## src/rtl/vram_addr_sequencer.sv

```systemverilog
// Video-RAM address sequencer: time-multiplexes the DRAM row/column address between
// video fetch (scroll counter + HL) and CPU access, and owns the vertical scroll counter.
module vram_addr_sequencer #(
    parameter int AW      = 8,
    parameter bit EXT_SEL = 1'b0
) (
    input  logic              CLK,
    input  logic              RESETn,
    input  logic              SEL_A,
    input  logic              SEL_B,
    input  logic              PH_EN,
    input  logic [2*AW-2:1]   DRBA,
    input  logic [AW-1:0]     HL,
    input  logic [AW-1:0]     BD,
    input  logic              PLAYER2,
    input  logic              HSYNCn,
    input  logic              VBLANK,
    input  logic              VSLDn,
    output logic [AW-1:0]     DRAB,
    output logic [1:0]        SLOT
);

    generate
        if (AW < 4) begin : g_aw_check
            $error("vram_addr_sequencer: AW must be >= 4");
        end
    endgenerate

    logic          hs_q;
    logic          hs_fall;
    logic [AW-1:0] y_q, y_d;
    logic [1:0]    ph_q, ph_d;
    logic [1:0]    sel;
    logic [AW-1:0] drab_q, drab_d;
    logic [1:0]    slot_q;

    // HSYNCn is sampled as data; a held low level yields a single pulse.
    assign hs_fall = hs_q & ~HSYNCn;

    // State registers
    always_ff @(posedge CLK) begin
        if (!RESETn) begin
            hs_q   <= 1'b1;
            y_q    <= '0;
            ph_q   <= 2'd0;
            drab_q <= '0;
            slot_q <= 2'd0;
        end else begin
            hs_q   <= HSYNCn;
            y_q    <= y_d;
            ph_q   <= ph_d;
            drab_q <= drab_d;
            slot_q <= sel;
        end
    end

    // Load wins over a coincident count; counting wraps naturally.
    always_comb begin
        y_d = y_q;
        if (!VSLDn)
            y_d = BD;
        else if (hs_fall && !VBLANK)
            y_d = PLAYER2 ? (y_q - 1'b1) : (y_q + 1'b1);
    end

    // Phase sequencer next state: line start realigns to the video-row slot.
    always_comb begin
        ph_d = ph_q;
        if (hs_fall)
            ph_d = 2'd0;
        else if (PH_EN)
            ph_d = ph_q + 2'd1;
    end

    // Output decode: slot select and address mux.
    always_comb begin
        sel = EXT_SEL ? {SEL_B, SEL_A} : ph_q;
        drab_d = '0;
        case (sel)
            2'd0:    drab_d = {1'b0, y_q[AW-1:2], 1'b0};
            2'd1:    drab_d = {y_q[1:0], HL[AW-1:2]};
            2'd2:    drab_d = {1'b0, DRBA[2*AW-2:AW+1], 1'b0};
            default: drab_d = DRBA[AW:1];
        endcase
    end

    assign DRAB = drab_q;
    assign SLOT = slot_q;

    // Inputs/state that are dead in one of the two select configurations.
    logic unused_sink;
    assign unused_sink = &{1'b0, HL[1:0], SEL_A, SEL_B, PH_EN, ph_q};

endmodule

```

## config.mk

```make
export PLATFORM = sky130hd
export DESIGN_NAME = vram_addr_sequencer
export DESIGN_NICKNAME = d
export VERILOG_FILES = /design/src/rtl/vram_addr_sequencer.sv
export SDC_FILE = /design/constraint.sdc
export NUM_CORES = 1
export LEC_CHECK = 0
export CORE_ASPECT_RATIO = 1.2
export CORE_MARGIN = 2
export CORE_UTILIZATION = 41
export CTS_BUF_LIST = sky130_fd_sc_hd__clkbuf_8
export CTS_CLUSTER_SIZE = 16
export DETAILED_ROUTE_END_ITERATION = 6
export PLACE_DENSITY = 0.77
export REMOVE_ABC_BUFFERS = 1
export SLEW_MARGIN = 20
export SYNTH_ARGS = -nofsm -noshare
export SYNTH_HDL_FRONTEND = slang
export SYNTH_SLANG_ARGS = --single-unit
```

## constraint.sdc

```tcl
create_clock -name CLK -period 1.9 [get_ports CLK]
set_clock_uncertainty 0.15 [all_clocks]
set_input_delay 0.38 -clock CLK [delete_from_list [all_inputs] [get_ports CLK]]
set_output_delay 0.38 -clock CLK [all_outputs]
set_load 0.1 [all_outputs]
```

# --- After elaboration in Yosys (flattened, before gate mapping) ---
# Index checks and enable logic that the tools add are counted.
word_totals:
  register_bits: 21
  output_inout_bits: 10
  wordCells: 22
op_classes:
  add_sub_neg: 3
  n_eq_ne: 3
  muxes: 4
  bitwise_logic: 3
  n_reduce_logical: 4
op_table:
  columns: ["operator", "count"]
  rows:
  - ["8-bit two-way mux", 3]
  - ["8-bit case mux with 3 select lines", 1]
  - ["8-bit by 1-bit adder with 8-bit output, second input constant", 1]
  - ["8-bit by 1-bit subtractor with 8-bit output, second input constant", 1]
  - ["2-bit by 1-bit adder with 2-bit output, second input constant", 1]
  - ["2-bit by 1-bit equality test with 1-bit output, second input constant", 1]
  - ["2-bit equality test, second input constant", 1]
  - ["2-bit zero test", 1]
  - ["2-bit by 1-bit inequality test with 1-bit output, second input constant", 1]
  - ["1-bit inverter", 2]
  - ["2-bit OR reduction", 1]
  - ["1-bit bitwise AND", 1]
  - ["1-bit logical AND", 1]
  - ["1-bit zero test", 1]

# --- Longest topological paths before layout ---
# Gate-level depths: netlist (run 1).
depth:
  depth_word: 5
  mapped_depth: 7

# --- Worst setup path after synthesis (run 1) ---
# OpenSTA, ideal clock, no wires.
synth_path:
  kind: "input port to flip-flop"
  start: "input port PLAYER2"
  end: "register y_q[4]"
  t_arrival_ns: 1.527
  required_ns: 1.618
  slack_ns: 0.092
  path_stages: 7
  n_path_buf: 0
  cell_sequence: "inv_1 -> fa_1 -> nor2b_1 -> o21ai_0 -> and4_1 -> a211oi_1 -> a21oi_1"
synth_via:
  elab_chain_len: 3
synth_lines:
  columns: ["element", "line_no", "rtl"]
  rows:
  - ["from (decl)", "15", "input logic PLAYER2,"]
  - ["8-bit two-way mux", "63", "y_d = PLAYER2 ? (y_q - 1'b1) : (y_q + 1'b1);"]
  - ["8-bit two-way mux", "62", "else if (hs_fall && !VBLANK)"]
  - ["8-bit two-way mux", "60", "if (!VSLDn)"]
  - ["to (signal assigned)", "50", "y_q <= y_d;"]
  - ["to (decl)", "31", "logic [AW-1:0] y_q, y_d;"]
# Every way passes these cells. The select of a mux whose other input is x is not followed.
# A chain may end at the register's enable or synchronous reset.

# --- Worst setup path after layout (run 1) ---
layout_path:
  start: "input port PLAYER2"
  end: "register y_q[7]"
# The elaborated chain is that of the path after synthesis.

==> impl_metrics.csv, run 1 <==
group,metric,value,unit
worst_setup_path,slowest_delay,0.35,ns
logic_synthesis,synth_top_area_frac,0.330,
floorplanning,die_h,65.1,um
sta,hold_viol,0,
worst_setup_path,crit_family,"buffers and inverters",
global_routing,top_usage_layer,"met2",
placed_design,post_dp_cell_area,0.00196,mm2
logic_synthesis,synth_seq_cells,21,
sta,fin_tns_setup,0,ns
placed_design,post-dp-hpwl,2760,um
drt,wl_per_cell,15.1,um
worst_setup_path,cp_num_buf_inv,3,
sta,grt_setup_unrepaired,"yes",
drt,drc,0,
logic_synthesis,post_synth.cell_area_avg,8.39,um2
floorplanning,start_util,0.421,
cts,insertion_delay,0.27,ns
global_routing,grtUsageMet3,0.0369,
pwr,p_leak,0.000859,uW
cells_and_area,antennaDiodeCount,0,
worst_setup_path,path_cells,"dlygate4sd2_1, buf_6, buf_4, ha_2, o21a_1, nor2_1, nor4_1, a22o_1",
placed_design,io_buffers,44,
sta,slew_headroom,0.713,
cts,cts_tree,"yes",
floorplanning,die_area,0.00357,mm2
drt,routed_wirelength,3750,um
worst_setup_path,critPathRequiredTime,1.97,ns
global_routing,antenna_found_initial,0,
global_routing,use_met1,0.279,
logic_synthesis,synth_warnings,0,
worst_setup_path,r2r_setup_slack,0.08,ns
global_routing,grt_usage,0.239,
worst_setup_path,crit_path_end,"y_q[7]",
cells_and_area,final_area,0.00210,mm2
logic_synthesis,syn-instance-count,152,
worst_setup_path,crit_path_start_kind,"input pin",
cells_and_area,drive_gt1_frac,0.235,
cts,cts_buffer_depth,2,
logic_synthesis,yosysMostFrequentCell,"dfxtp_1",
pwr,finalPower,1300,uW
cts,cts_hold_buffers,0,
drt,vias,1417,
worst_setup_path,reg2reg_depth,7,
logic_synthesis,synth-seq-area-share,0.330,
logic_synthesis,syn_area,0.00127,mm2
worst_setup_path,critPathMaxFanout,5,
worst_setup_path,slowest_stage,"ha_2",
hold_path,min_from,"y_q[3]",
floorplanning,ios,49,
sta,max_slew.worst_pin.slew,0.431,ns
flow_run,maxCapViolCount,0,
drt,dr.pass1.iters,5,
logic_synthesis,async_reset_ff_frac,0,
global_routing,grt_max_degree,18,
cts,clock-root-buffer,"clkbuf_8",
global_routing,grt-ovfl-total,0,
global_routing,grt_pass1_wl,6310,um
global_routing,grt_pass1_vias,1424,
cts,cts_buffers,3,
placed_design,gp_congestion,0.924,
global_routing,use_met2,0.423,
worst_setup_path,regToRegEndpoint,"y_q[4]",
sta,fmax,541,MHz
logic_synthesis,synth.area.top_cells,"dfxtp_1 (33%), ha_1 (9.8%), o21ai_0 (5.9%)",
drt,vias_per_cell,5.69,
floorplanning,placementRows,22,
floorplanning,die_x,54.9,um
run_status,status,"complete, no violations",
drt,drt_iter0_drc,97,
worst_setup_path,worstPathArrival,1.91,ns
sta,setup_viol,0,
cells_and_area,nNetsFinal,264,
pwr,peakVddDrop,0.000488,V
cells_and_area,postLayoutCoreUtil,0.693,
logic_synthesis,synth_cell_types,43,
pwr,power_density,620,mW/mm2
sta,maxSlewViolCount,0,
cts,path_clk_slew,0.09,ns
drt,postRouteAntennaNets,0,
cells_and_area,synthToLayoutAreaGrowth,64.6,%
cells_and_area,stdcell_count,249,
cells_and_area,num-fill-cells,246,
sta,fin_crit,1.85,ns
logic_synthesis,synthTopCellsByCount,"dfxtp_1 (21), nand2_1 (18), o21ai_0 (15)",
logic_synthesis,ys.flop_type,"dfxtp_1",
floorplanning,coreArea,0.00303,mm2
logic_synthesis,synth_edf_count,0,
hold_path,hold_path.class,"reg2reg",
worst_setup_path,r2r_start,"y_q[1]",
cts,htreeDepth,1,
sta,min_period_over_period,0.972,
logic_synthesis,synth_area_leader_cell,"dfxtp_1",
worst_setup_path,end_kind,"flop",
cts,cts.sinks,21,
worst_setup_path,path_depth,8,
worst_setup_path,worst-setup-path-type,"in2reg",
placed_design,dp_cells,243,
worst_setup_path,cp-startpoint,"PLAYER2",
-- cells by family (layout without fill, tap and decap cells) --
group | after synthesis | in the layout | synth area share
adders and majority gates | 11 | 11 | 0.114
and+or+nand+nor | 55 | 55 | 0.229
muxes | 2 | 2 | 0.0157
buffers and inverters | 16 | 77 | 0.0569
AOI/OAI and AO/OA | 45 | 45 | 0.241
xor gates and xnor gates | 2 | 2 | 0.0137
DFF | 21 | 21 | 0.330
-- final cells by class --
cell class / instances / area, um2 / area share
inverter: 8 / 30.0 / 0.0143
clock buffer: 3 / 41.3 / 0.0197
clock inverter: 1 / 5.00 / 0.00239
multi-input combinational: 115 / 857 / 0.408
tap: 36 / 45.0 / 0.0215
timing repair buffer: 65 / 698 / 0.333
sequential: 21 / 422 / 0.201
-- cell usage in the layout, fill, tap and decap left out, types with 2 or more instances in the layout --
cell	n
nand2b_1	2
nor3b_1	2
nor2b_1	2
a31oi_1	3
nand2_1	18
clkdlybuf4s50_1	31
a21oi_1	2
inv_1	8
dlygate4sd2_1	3
o21ai_0	13
o211a_1	2
nor2_1	6
a211oi_1	2
and2_1	10
ha_1	6
dfxtp_1	20
ha_4	3
buf_4	20
o22ai_1	2
o21ai_1	3
clkbuf_8	3
mux2i_1	2
nand3_1	4
a222oi_1	6
o21ai_2	2
buf_12	10
-- per-layer routing --
layer,wire length [um],up-vias
met1,1430,647
met4,121,0
li1,-,680
met5,0,-
met3,294,17
met2,1910,73
-- how the worst min path moves through the flow --
stage               slack [ns]       to  depth (start not counted)
floorplan                 0.30     hs_q                          1
global placement          0.35   y_q[3]                          2
detailed placement        0.37  SLOT[1]                          1
CTS                       0.38   y_q[3]                          2
global route              0.40   y_q[3]                          2
finish                    0.40   y_q[3]                          2
-- registers in the layout (all words and copies together), names as in the netlist --
name and flops:
DRAB 8, y_q 8, SLOT 2, ph_q 2
hs_q 1
-- worst reg2reg max path: stages, from the launching register on --
cell and delay (ns):
dfxtp_2 0.39, inv_1 0.07, fa_2 0.37, nor2b_4 0.16, o21ai_2 0.08, and4_1 0.20, a211oi_1 0.19, a21oi_1 0.10
-- metrics by stage --
step	hold slack (ns)	setup WS [ns]
3_5_place_dp	0.372	-0.608
4_1_cts	0.379	0.0402
2_1_floorplan	0.303	0.0843
6_report	0.399	0.0530
3_3_place_gp	0.351	-0.484
5_1_grt	0.396	-0.00914
-- power breakdown --
| part | total, uW | internal, uW | leakage (uW) | switching (uW) |
|---|---|---|---|---|
| clock | 301 | 146 | 0.0000255 | 155 |
| combinational | 497 | 252 | 0.000660 | 245 |
| sequential | 503 | 471 | 0.000173 | 31.5 |
| total | 1300 | 869 | 0.000859 | 431 |
-- repair_timing --
item	in CTS	in global routing
resized for setup	18	3
cloned	0	0
pin swaps	5	1
endpoints found under the setup margin	6	3
buffers inserted	2	0
No activity file was read; power rests on OpenSTA's default activity.
==> run 2, diff against run 1 <==
==> constraint.sdc (replaced) <==
create_clock -name CLK -period 1.9 [get_ports CLK]
set_clock_uncertainty 0.15 [all_clocks]
set_input_delay 0.38 -clock CLK [delete_from_list [all_inputs] [get_ports CLK]]
set_output_delay 0.38 -clock CLK [all_outputs]
set_load 0.01 [all_outputs]
==> run 2 against run 1 <==
Net effect: sequential share of layout area grew 0.73 points; global-route usage down 1.3 points; non-clock buffer count stayed put; design area shrank 3.5%; count of clock-buffer cells in the layout unchanged; via count fell by 0.35%; maximum frequency increased by 0.67%; power fell by 9.4%; worst setup slack gained 0.012 ns; final cell count stayed put.
==> impl_metrics.csv, run 2 (synthesized netlist as in run 1, its figures left out) <==
group,metric,value,unit
worst_setup_path,r2r_setup_slack,0.11,ns
placed_design,gp_congestion,0.846,
worst_setup_path,end_kind,"flop",
worst_setup_path,reg2reg_depth,7,
cts,htreeDepth,1,
placed_design,post-dp-hpwl,2820,um
hold_path,hold_path.class,"reg2reg",
floorplanning,die_x,54.9,um
pwr,finalPower,1180,uW
global_routing,grt_pass1_vias,1428,
placed_design,io_buffers,44,
hold_path,hold_path_depth,2,
cells_and_area,nNetsFinal,264,
worst_setup_path,worst-setup-path-type,"in2reg",
hold_path,min_from,"y_q[3]",
worst_setup_path,r2r_start,"y_q[1]",
pwr,power_density,582,mW/mm2
worst_setup_path,cp_common_cell,"o21ai_1",
global_routing,top_usage_layer,"met2",
placed_design,dp_cells,243,
drt,drc,0,
cells_and_area,final_cell_mix,"clkdlybuf4s50_1 (41), dfxtp_1 (20), buf_4 (20)",
global_routing,grtUsageMet3,0.0530,
pwr,peakVddDrop,0.000453,V
global_routing,use_met2,0.408,
worst_setup_path,critPathRequiredTime,1.91,ns
cells_and_area,stdcell_count,249,
worst_setup_path,cp_num_buf_inv,2,
floorplanning,placementRows,22,
cells_and_area,register_area,422,um2
run_status,status,"complete, no violations",
drt,vias,1412,
cts,cts_buffer_depth,2,
sta,max_slew.worst_pin.slew,0.440,ns
pwr,p_leak,0.000813,uW
hold_path,holdPathEnd,"y_q[3]",
cells_and_area,multi_input_area,883,um2
cts,insertion_delay,0.26,ns
sta,maxSlewViolCount,0,
drt,wl_per_cell,15.3,um
drt,routed_wirelength,3820,um
cells_and_area,num-fill-cells,264,
sta,slew_headroom,0.707,
drt,dr.pass1.iters,4,
cts,cts_buffers,3,
drt,vias_per_cell,5.67,
worst_setup_path,regToRegEndpoint,"y_q[4]",
sta,fin_crit,1.83,ns
worst_setup_path,slowest_delay,0.34,ns
cells_and_area,synthToLayoutAreaGrowth,58.8,%
sta,min_period_over_period,0.966,
sta,grt_setup_unrepaired,"yes",
worst_setup_path,crit_family,"compound AO/OA/AOI/OAI gates",
drt,drt_iter0_drc,69,
cells_and_area,final_area,0.00202,mm2
placed_design,post_dp_cell_area,0.00186,mm2
sta,fmax,545,MHz
worst_setup_path,worstPathArrival,1.84,ns
cells_and_area,postLayoutCoreUtil,0.669,
sta,fin_tns_setup,0,ns
floorplanning,ios,49,
floorplanning,die_h,65.1,um
flow_run,maxCapViolCount,0,
sta,setup_viol,0,
worst_setup_path,crit_path_start_kind,"input pin",
cts,path_clk_slew,0.08,ns
worst_setup_path,slowest_stage,"ha_1",
global_routing,antenna_found_initial,0,
global_routing,grt-ovfl-total,0,
global_routing,grt_usage,0.226,
floorplanning,start_util,0.421,
global_routing,grt_max_degree,18,
global_routing,grt_pass1_wl,6020,um
cts,cts_hold_buffers,0,
cells_and_area,final_common_cell,"clkdlybuf4s50_1",
floorplanning,die_area,0.00357,mm2
cts,cts.sinks,21,
floorplanning,coreArea,0.00303,mm2
worst_setup_path,critPathMaxFanout,5,
cells_and_area,drive_gt1_frac,0.202,
global_routing,use_met1,0.250,
cts,clock-root-buffer,"clkbuf_8",
worst_setup_path,path_cells,"dlygate4sd2_1, buf_6, ha_1, o21ai_1, o21ai_1, o21ai_2, nand4b_1, a22o_1",
cts,cts_tree,"yes",
sta,hold_viol,0,
cells_and_area,antennaDiodeCount,0,
drt,postRouteAntennaNets,0,
## run 2: cell count changes in the layout (fill, tap and decap cells not counted), sizes merged
cell,previous run,this run
clkdlybuf4s50,31,41
buf,31,21
## run 2: final cells by class
| class | instances | area share |
|---|---|---|
| inverters | 8 | 0.0148 |
| well taps | 36 | 0.0222 |
| flip-flops and latches | 21 | 0.208 |
| clock inverters | 1 | 0.00247 |
| multi-input cells | 115 | 0.436 |
| repair buffers | 65 | 0.295 |
| clock buffers | 3 | 0.0204 |
## run 2: worst max path at each step
| stage | from | to | cells past startpoint |
|---|---|---|---|
| after floorplan | HSYNCn | y_q[7] | 5 |
| after global routing | PLAYER2 | y_q[4] | 8 |
| final | PLAYER2 | y_q[7] | 8 |
| after global placement | PLAYER2 | y_q[6] | 8 |
| after CTS | PLAYER2 | y_q[7] | 8 |
| after detailed placement | PLAYER2 | y_q[4] | 8 |
## run 2: layer usage
metal	share of wire	vias up	routed length, um
li1	-	675	-
met2	0.51	58	1930
met3	0.077	6	295
met1	0.40	673	1540
met5	0	-	0
met4	0.013	0	50
## run 2: repair_timing
action | in CTS | in global routing
pin swaps | 5 | 1
endpoints found under the setup margin | 6 | 2
buffers inserted | 2 | 0
resized for setup | 20 | 5
## run 2: through the flow
stage | worst slack [ns] | hold WS (ns)
2_1_floorplan | 0.0843 | 0.303
3_3_place_gp | -0.502 | 0.347
3_5_place_dp | -0.562 | 0.353
4_1_cts | 0.0739 | 0.366
5_1_grt | 0.000871 | 0.375
6_report | 0.0652 | 0.363
## run 2: power by group
group	leakage, uW	switching (uW)	total [uW]	internal, uW
combinational	0.000615	163	390	227
sequential	0.000173	26.2	497	471
clock	0.0000255	145	291	146
total	0.000813	334	1180	844
## run 2: worst reg2reg max path, cell delays in order (launching register included)
cell	delay, ns
dfxtp_2	0.39
inv_1	0.07
fa_2	0.37
nor2b_4	0.14
o21ai_2	0.09
and4_1	0.22
a211oi_2	0.16
a21oi_1	0.09
==> run 3, diff against run 2 <==
--- a/config.mk
+++ b/config.mk
@@ -13,7 +13,6 @@
 export DETAILED_ROUTE_END_ITERATION = 6
 export PLACE_DENSITY = 0.77
 export REMOVE_ABC_BUFFERS = 1
-export SLEW_MARGIN = 20
 export SYNTH_ARGS = -nofsm -noshare
 export SYNTH_HDL_FRONTEND = slang
 export SYNTH_SLANG_ARGS = --single-unit
==> results of run 3 <==
Final layout, timing and power as in run 2 (identical DEF).
